--- src/rtl/ts_pkt_ingress.sv ---
// TS packet ingress: locks to 188-byte packets, fills a ping-pong packet RAM and
// matches each packet's PID against a programmable table for the descrambler.
module ts_pkt_ingress #(
   parameter int PID_NUM = 8,
   parameter int PKT_LEN = 188
) (
   input  logic        clk,
   input  logic        rstn,
   input  logic        ts_i_valid,
   input  logic [7:0]  ts_i_data,
   input  logic        ts_i_sop,
   input  logic        cfg_wren,
   input  logic [3:0]  cfg_waddr,
   input  logic [25:0] cfg_wdata,
   output logic        buf_wren,
   output logic [8:0]  buf_waddr,
   output logic [7:0]  buf_wdata,
   output logic        ts_eop,
   output logic        ts_pid_find,
   output logic [11:0] ts_pid_index,
   output logic        ts_buffer_h,
   output logic [15:0] err_cnt
);

   typedef enum logic [1:0] {
      ST_HUNT = 2'd0,
      ST_PKT  = 2'd1,
      ST_DONE = 2'd2
   } state_t;

   state_t      state_r;
   logic [7:0]  cnt_r;
   logic        half_r;
   logic        tei_r;
   logic [4:0]  pid_hi_r;
   logic [1:0]  tsc_r;
   logic        hit_r;
   logic [11:0] hit_idx_r;

   logic        tbl_vld_r [PID_NUM];
   logic [12:0] tbl_pid_r [PID_NUM];
   logic [11:0] tbl_idx_r [PID_NUM];

   logic        is_sync_s;
   logic        bad_sop_s;
   logic        hunt_half_s;
   logic [7:0]  cnt_inc_s;
   logic [12:0] pid_s;
   logic        hit_s;
   logic [11:0] hit_idx_s;
   logic        find_s;
   logic [11:0] idx_mod_s;

   function automatic logic [15:0] sat_inc(input logic [15:0] v);
      return (v == 16'hFFFF) ? v : (v + 16'd1);
   endfunction

   // Byte classification and result shaping
   always_comb begin
      is_sync_s   = ts_i_valid & ts_i_sop & (ts_i_data == 8'h47);
      bad_sop_s   = ts_i_valid & ts_i_sop & (ts_i_data != 8'h47);
      // During DONE the half has not toggled yet, so a new packet starts in the other half
      hunt_half_s = (state_r == ST_DONE) ? ~half_r : half_r;
      cnt_inc_s   = cnt_r + 8'd1;
      pid_s       = {pid_hi_r, ts_i_data};
      find_s      = hit_r & ~tei_r;
      // Clear packets (tsc==00) drop bit 7 so the descrambler passes them through
      idx_mod_s   = (tsc_r == 2'b00) ? {hit_idx_r[11:8], 1'b0, hit_idx_r[6:0]} : hit_idx_r;
   end

   // PID table lookup; descending scan so the lowest matching entry wins
   always_comb begin
      hit_s     = 1'b0;
      hit_idx_s = 12'd0;
      for (int e = PID_NUM - 1; e >= 0; e--) begin
         hit_s     = (tbl_vld_r[e] && (tbl_pid_r[e] == pid_s)) ? 1'b1 : hit_s;
         hit_idx_s = (tbl_vld_r[e] && (tbl_pid_r[e] == pid_s)) ? tbl_idx_r[e] : hit_idx_s;
      end
   end

   // PID table storage; out-of-range entries never match an index and are dropped
   always_ff @(posedge clk or negedge rstn) begin
      if (!rstn) begin
         for (int e = 0; e < PID_NUM; e++) begin
            tbl_vld_r[e] <= 1'b0;
            tbl_pid_r[e] <= 13'd0;
            tbl_idx_r[e] <= 12'd0;
         end
      end else begin
         for (int e = 0; e < PID_NUM; e++) begin
            if (cfg_wren && (cfg_waddr == 4'(e))) begin
               tbl_vld_r[e] <= cfg_wdata[25];
               tbl_pid_r[e] <= cfg_wdata[24:12];
               tbl_idx_r[e] <= cfg_wdata[11:0];
            end
         end
      end
   end

   // Packet lock FSM with registered RAM write port and end-of-packet results
   always_ff @(posedge clk or negedge rstn) begin
      if (!rstn) begin
         state_r      <= ST_HUNT;
         cnt_r        <= 8'd0;
         half_r       <= 1'b0;
         tei_r        <= 1'b0;
         pid_hi_r     <= 5'd0;
         tsc_r        <= 2'b00;
         hit_r        <= 1'b0;
         hit_idx_r    <= 12'd0;
         buf_wren     <= 1'b0;
         buf_waddr    <= 9'd0;
         buf_wdata    <= 8'd0;
         ts_eop       <= 1'b0;
         ts_pid_find  <= 1'b0;
         ts_pid_index <= 12'd0;
         ts_buffer_h  <= 1'b0;
         err_cnt      <= 16'd0;
      end else begin
         buf_wren <= 1'b0;
         ts_eop   <= 1'b0;
         case (state_r)
            ST_HUNT, ST_DONE: begin
               if (state_r == ST_DONE) begin
                  ts_eop       <= 1'b1;
                  ts_pid_find  <= find_s;
                  ts_pid_index <= find_s ? idx_mod_s : 12'd0;
                  ts_buffer_h  <= half_r;
                  half_r       <= ~half_r;
               end
               if (is_sync_s) begin
                  buf_wren  <= 1'b1;
                  buf_waddr <= {hunt_half_s, 8'd0};
                  buf_wdata <= ts_i_data;
                  cnt_r     <= 8'd0;
                  state_r   <= ST_PKT;
               end else begin
                  if (bad_sop_s) begin
                     err_cnt <= sat_inc(err_cnt);
                  end
                  state_r <= ST_HUNT;
               end
            end
            ST_PKT: begin
               if (ts_i_valid && ts_i_sop) begin
                  err_cnt <= sat_inc(err_cnt);
                  if (ts_i_data == 8'h47) begin
                     buf_wren  <= 1'b1;
                     buf_waddr <= {half_r, 8'd0};
                     buf_wdata <= ts_i_data;
                     cnt_r     <= 8'd0;
                  end else begin
                     state_r <= ST_HUNT;
                  end
               end else if (ts_i_valid) begin
                  buf_wren  <= 1'b1;
                  buf_waddr <= {half_r, cnt_inc_s};
                  buf_wdata <= ts_i_data;
                  cnt_r     <= cnt_inc_s;
                  if (cnt_inc_s == 8'd1) begin
                     tei_r    <= ts_i_data[7];
                     pid_hi_r <= ts_i_data[4:0];
                  end
                  if (cnt_inc_s == 8'd2) begin
                     hit_r     <= hit_s;
                     hit_idx_r <= hit_idx_s;
                  end
                  if (cnt_inc_s == 8'd3) begin
                     tsc_r <= ts_i_data[7:6];
                  end
                  if (cnt_inc_s == 8'(PKT_LEN - 1)) begin
                     state_r <= ST_DONE;
                  end
               end
            end
            default: begin
               state_r <= ST_HUNT;
            end
         endcase
      end
   end

endmodule
--- config.mk ---
export PLATFORM = sky130hd
export DESIGN_NAME = ts_pkt_ingress
export DESIGN_NICKNAME = d
export VERILOG_FILES = /design/src/rtl/ts_pkt_ingress.sv
export SDC_FILE = /design/constraint.sdc
export NUM_CORES = 1
export LEC_CHECK = 0
export CAP_MARGIN = 20
export CORE_MARGIN = 2
export CORE_UTILIZATION = 27
export DETAILED_ROUTE_END_ITERATION = 8
export SLEW_MARGIN = 40
export SYNTH_ARGS = -nofsm -noshare
export SYNTH_HDL_FRONTEND = slang
export SYNTH_SLANG_ARGS = --single-unit
--- constraint.sdc ---
create_clock -name clk -period 5.6 [get_ports clk]
set_input_delay 0.56 -clock clk [delete_from_list [all_inputs] [get_ports clk]]
set_output_delay 0.56 -clock clk [all_outputs]
set_load 0.02 [all_outputs]
==> qor.csv <==
metric,value,unit
TritonRoute pass-1 iters,5,
worst-path fanout max,25,
Routed Antenna Nets,0,
Yosys top cell by area,dfrtp_1,
largest net degree at the start of global routing,157,
Area Overhead vs Synth,21.1,%
Total Wirelength,34900,µm
post-synth cell types,56,
fin crit share,58.7,%
main combinational cell family by area after synthesis,multiplexers,
#FFs+latches synth,281,
first-pass GRT wire length,54500,µm
post-synthesis simple-gate area fraction,8.67,%
asr flop ratio synth,100,%
Final Non-Filler Cells,1751,
proportion of synthesized area in mux cells,20.4,%
Leakage,6.53,nW
maxcap violations,0,
clock buffer count from CTS,35,
status,"finished, final reports clean",
Tot GR Track Use,14.0,%
CTS root buf,clkbuf_16,
vias,8621,
Syn Nets,1069,
Area contributors post-synth,"dfrtp_1, mux2_2, xnor2_1, nand2_1, nand4_1",
Synth Area in XOR/XNOR,8.30,%
Final setup viols,0,
CTS resizes,0,
Mapped Area,13200,µm²
DRC Markers,0,
layout cells sized above 1,30.1,%
clock-pin slew on the worst setup and hold paths,60,ps
FP Rows,80,
Slew @ Worst Pin,810,ps
Clock Path Buffers,3,
placed cell area,14700,µm²
First DRT Iteration DRCs,580,
initial antenna violation count,1,
Rel. slew slack,45.9,%
PwrDens,367,nW/µm²
RSZ-0062 raised after global routing,false,
Chip Width,225,µm
post-CTS setup buffer count,0,
"Primary FF master, synth",dfrtp_1,
Setup Skew,15.3,ps
Via density,4.92,
gpl congestion,0.790,
highest clock rate,304,MHz
CP endpoint kind,flop,
WL/cell,19.9,µm
placed cell count,1686,
"Seq/Total Area, Yosys",53.3,%
Ports,92,
Port Buffers,91,
number of fill cells,4665,
syn avg cell area,12.9,µm²
Worst setup SP type,input pin,
Hold Path Class,input pin to async pin,
fin area,16000,µm²
"Req. time, crit path",6060,ps
Chip Height,225,µm
antenna cells,0,
Gate Count Post-Synth,1021,
Max Slew Vio Count,0,
dpl hpwl,23200,µm
fin nets,1159,
CP Class,input pin to flop,
CTS sink cnt,281,
Ys Warns,0,
crit path DAT,3750,ps
Synth top area share,53.3,%
Clock Latency Late Sink,530,ps
compound-cell area share of the yosys netlist,5.94,%
die area,50600,µm²
VDD IR max,0.198,mV
Synth Area in Adders,0.474,%
initial core utilization,27.5,%
setup TNS,0,ps
worst hold slack,486,ps
min Tclk post-route,3290,ps
grt ovf,0,
vias in the first global route,8898,
H-tree levels,2,
Core ar.,47900,µm²
final hold viol count,0,
CTS tree,yes,
Post-synth EDFFs,0,
-- cell usage after synthesis, types with 5 or more instances --
| cell | instances |
|---|---|
| nand4_1 | 30 |
| clkbuf_1 | 27 |
| mux2_2 | 227 |
| ha_1 | 5 |
| mux2i_1 | 13 |
| dfrtp_1 | 281 |
| nand2_1 | 61 |
| inv_1 | 11 |
| nor4_1 | 5 |
| a311oi_2 | 11 |
| a22oi_1 | 11 |
| a221o_1 | 11 |
| or4_1 | 5 |
| buf_6 | 9 |
| o21ai_0 | 9 |
| buf_2 | 12 |
| nor4b_1 | 12 |
| o211ai_1 | 13 |
| a22o_1 | 12 |
| nor2_1 | 30 |
| xnor2_1 | 114 |
| nand3_1 | 33 |
| xor2_1 | 11 |
| buf_4 | 9 |
| nor3_1 | 6 |
-- cell families (layout without fill, tap and decap cells) --
family,after synthesis,after routing
simple gates,209,209
compound gates,89,89
buf+inv,72,187
fa+ha+maj,5,5
mux,240,240
flops,281,281
xor+xnor,125,125
-- final timing paths --
path	from	to	slack, ps	depth (start not counted)
min	rstn	tbl_idx_r[13]$_DFFE_PN0P_	490	2
min in group clk	ts_pid_find$_DFFE_PN0P_	ts_pid_find$_DFFE_PN0P_	490	1
max in group asynchronous	rstn	buf_waddr[7]$_DFFE_PN0P_	3960	4
max reg2reg	pid_hi_r[2]$_DFFE_PN0P_	hit_idx_r[8]$_DFFE_PN0P_	2550	7
max	ts_i_data[1]	hit_idx_r[8]$_DFFE_PN0P_	2310	8
min reg2reg	ts_pid_find$_DFFE_PN0P_	ts_pid_find$_DFFE_PN0P_	490	1
-- per-stage QoR --
| stage | total power, mW | setup WS (ps) | util [%] |
|---|---|---|---|
| after floorplan | 3.28 | 3380 | - |
| after global placement | 3.61 | 1560 | 30.7 |
| after detailed placement | 3.64 | 1740 | 30.7 |
| after CTS | 5.93 | 2290 | 33.2 |
| after global routing | 6.14 | 2140 | 33.3 |
| final | 5.86 | 2310 | 33.3 |
-- metal layers --
layer | global-route usage (%) | wire length [µm]
met1 | 19.4 | 16200
met2 | 22.4 | 16200
met3 | 2.41 | 1720
met4 | 4.27 | 786
met5 | 0 | 13
-- flip-flops by register name, indices dropped and copies added (netlist names) --
| signal | cells |
|---|---|
| ts_eop | 1 |
| half_r | 1 |
| ts_pid_find | 1 |
| tbl_vld_r | 8 |
| ts_pid_index | 12 |
| buf_wren | 1 |
| hit_r | 1 |
| pid_hi_r | 5 |
| state_r | 2 |
| buf_wdata | 8 |
| hit_idx_r | 12 |
| tbl_pid_r | 104 |
| tsc_r | 2 |
| buf_waddr | 9 |
| err_cnt | 16 |
| tei_r | 1 |
| tbl_idx_r | 96 |
| ts_buffer_h | 1 |
-- repair_timing --
action                                 in CTS  in global routing
endpoints found under the hold margin       0                 23
setup endpoints to repair                   0                  0
hold buffers                                0                  1
-- worst max-delay path, stage by stage --
cell and delay, ps:
clkdlybuf4s50_1 1000, xnor2_1 200, nand4_1 100, or4_2 1040
o21ai_2 430, a221o_1 200, a22oi_1 70, nand2_1 110
-- cells in the final DEF (no fill, tap or decap), types with 12 or more instances in the layout --
cell / Yosys / final
nand4_1: 30 / 30
xnor2_1: 114 / 114
mux2i_1: 13 / 13
clkdlybuf4s50_1: 0 / 88
buf_4: 9 / 18
clkbuf_16: 0 / 35
o211ai_1: 13 / 13
nor4b_1: 12 / 12
nand3_1: 33 / 33
nor2_1: 30 / 29
a22o_1: 12 / 12
mux2_2: 227 / 227
dfrtp_1: 281 / 281
nand2_1: 61 / 61
clkbuf_8: 0 / 12
-- where the power goes --
group / total (mW) / leakage [nW] / switching [mW] / internal [mW]
clock network: 2.25 / 0.585 / 0.888 / 1.37
registers: 2.68 / 3.53 / 0.261 / 2.42
logic: 0.924 / 2.41 / 0.393 / 0.531
-- cell type report --
| class | count | area (µm²) | area share [%] |
|---|---|---|---|
| Multi-Input combinational cell | 668 | 5830 | 36.5 |
| Timing Repair Buffer | 113 | 1130 | 7.05 |
| Inverter | 12 | 45.0 | 0.282 |
| Clock inverter | 10 | 109 | 0.682 |
| Clock buffer | 52 | 1060 | 6.64 |
| Sequential cell | 281 | 7030 | 44.0 |
| Tap cell | 615 | 769 | 4.82 |
(Power assumes the default switching activity.)
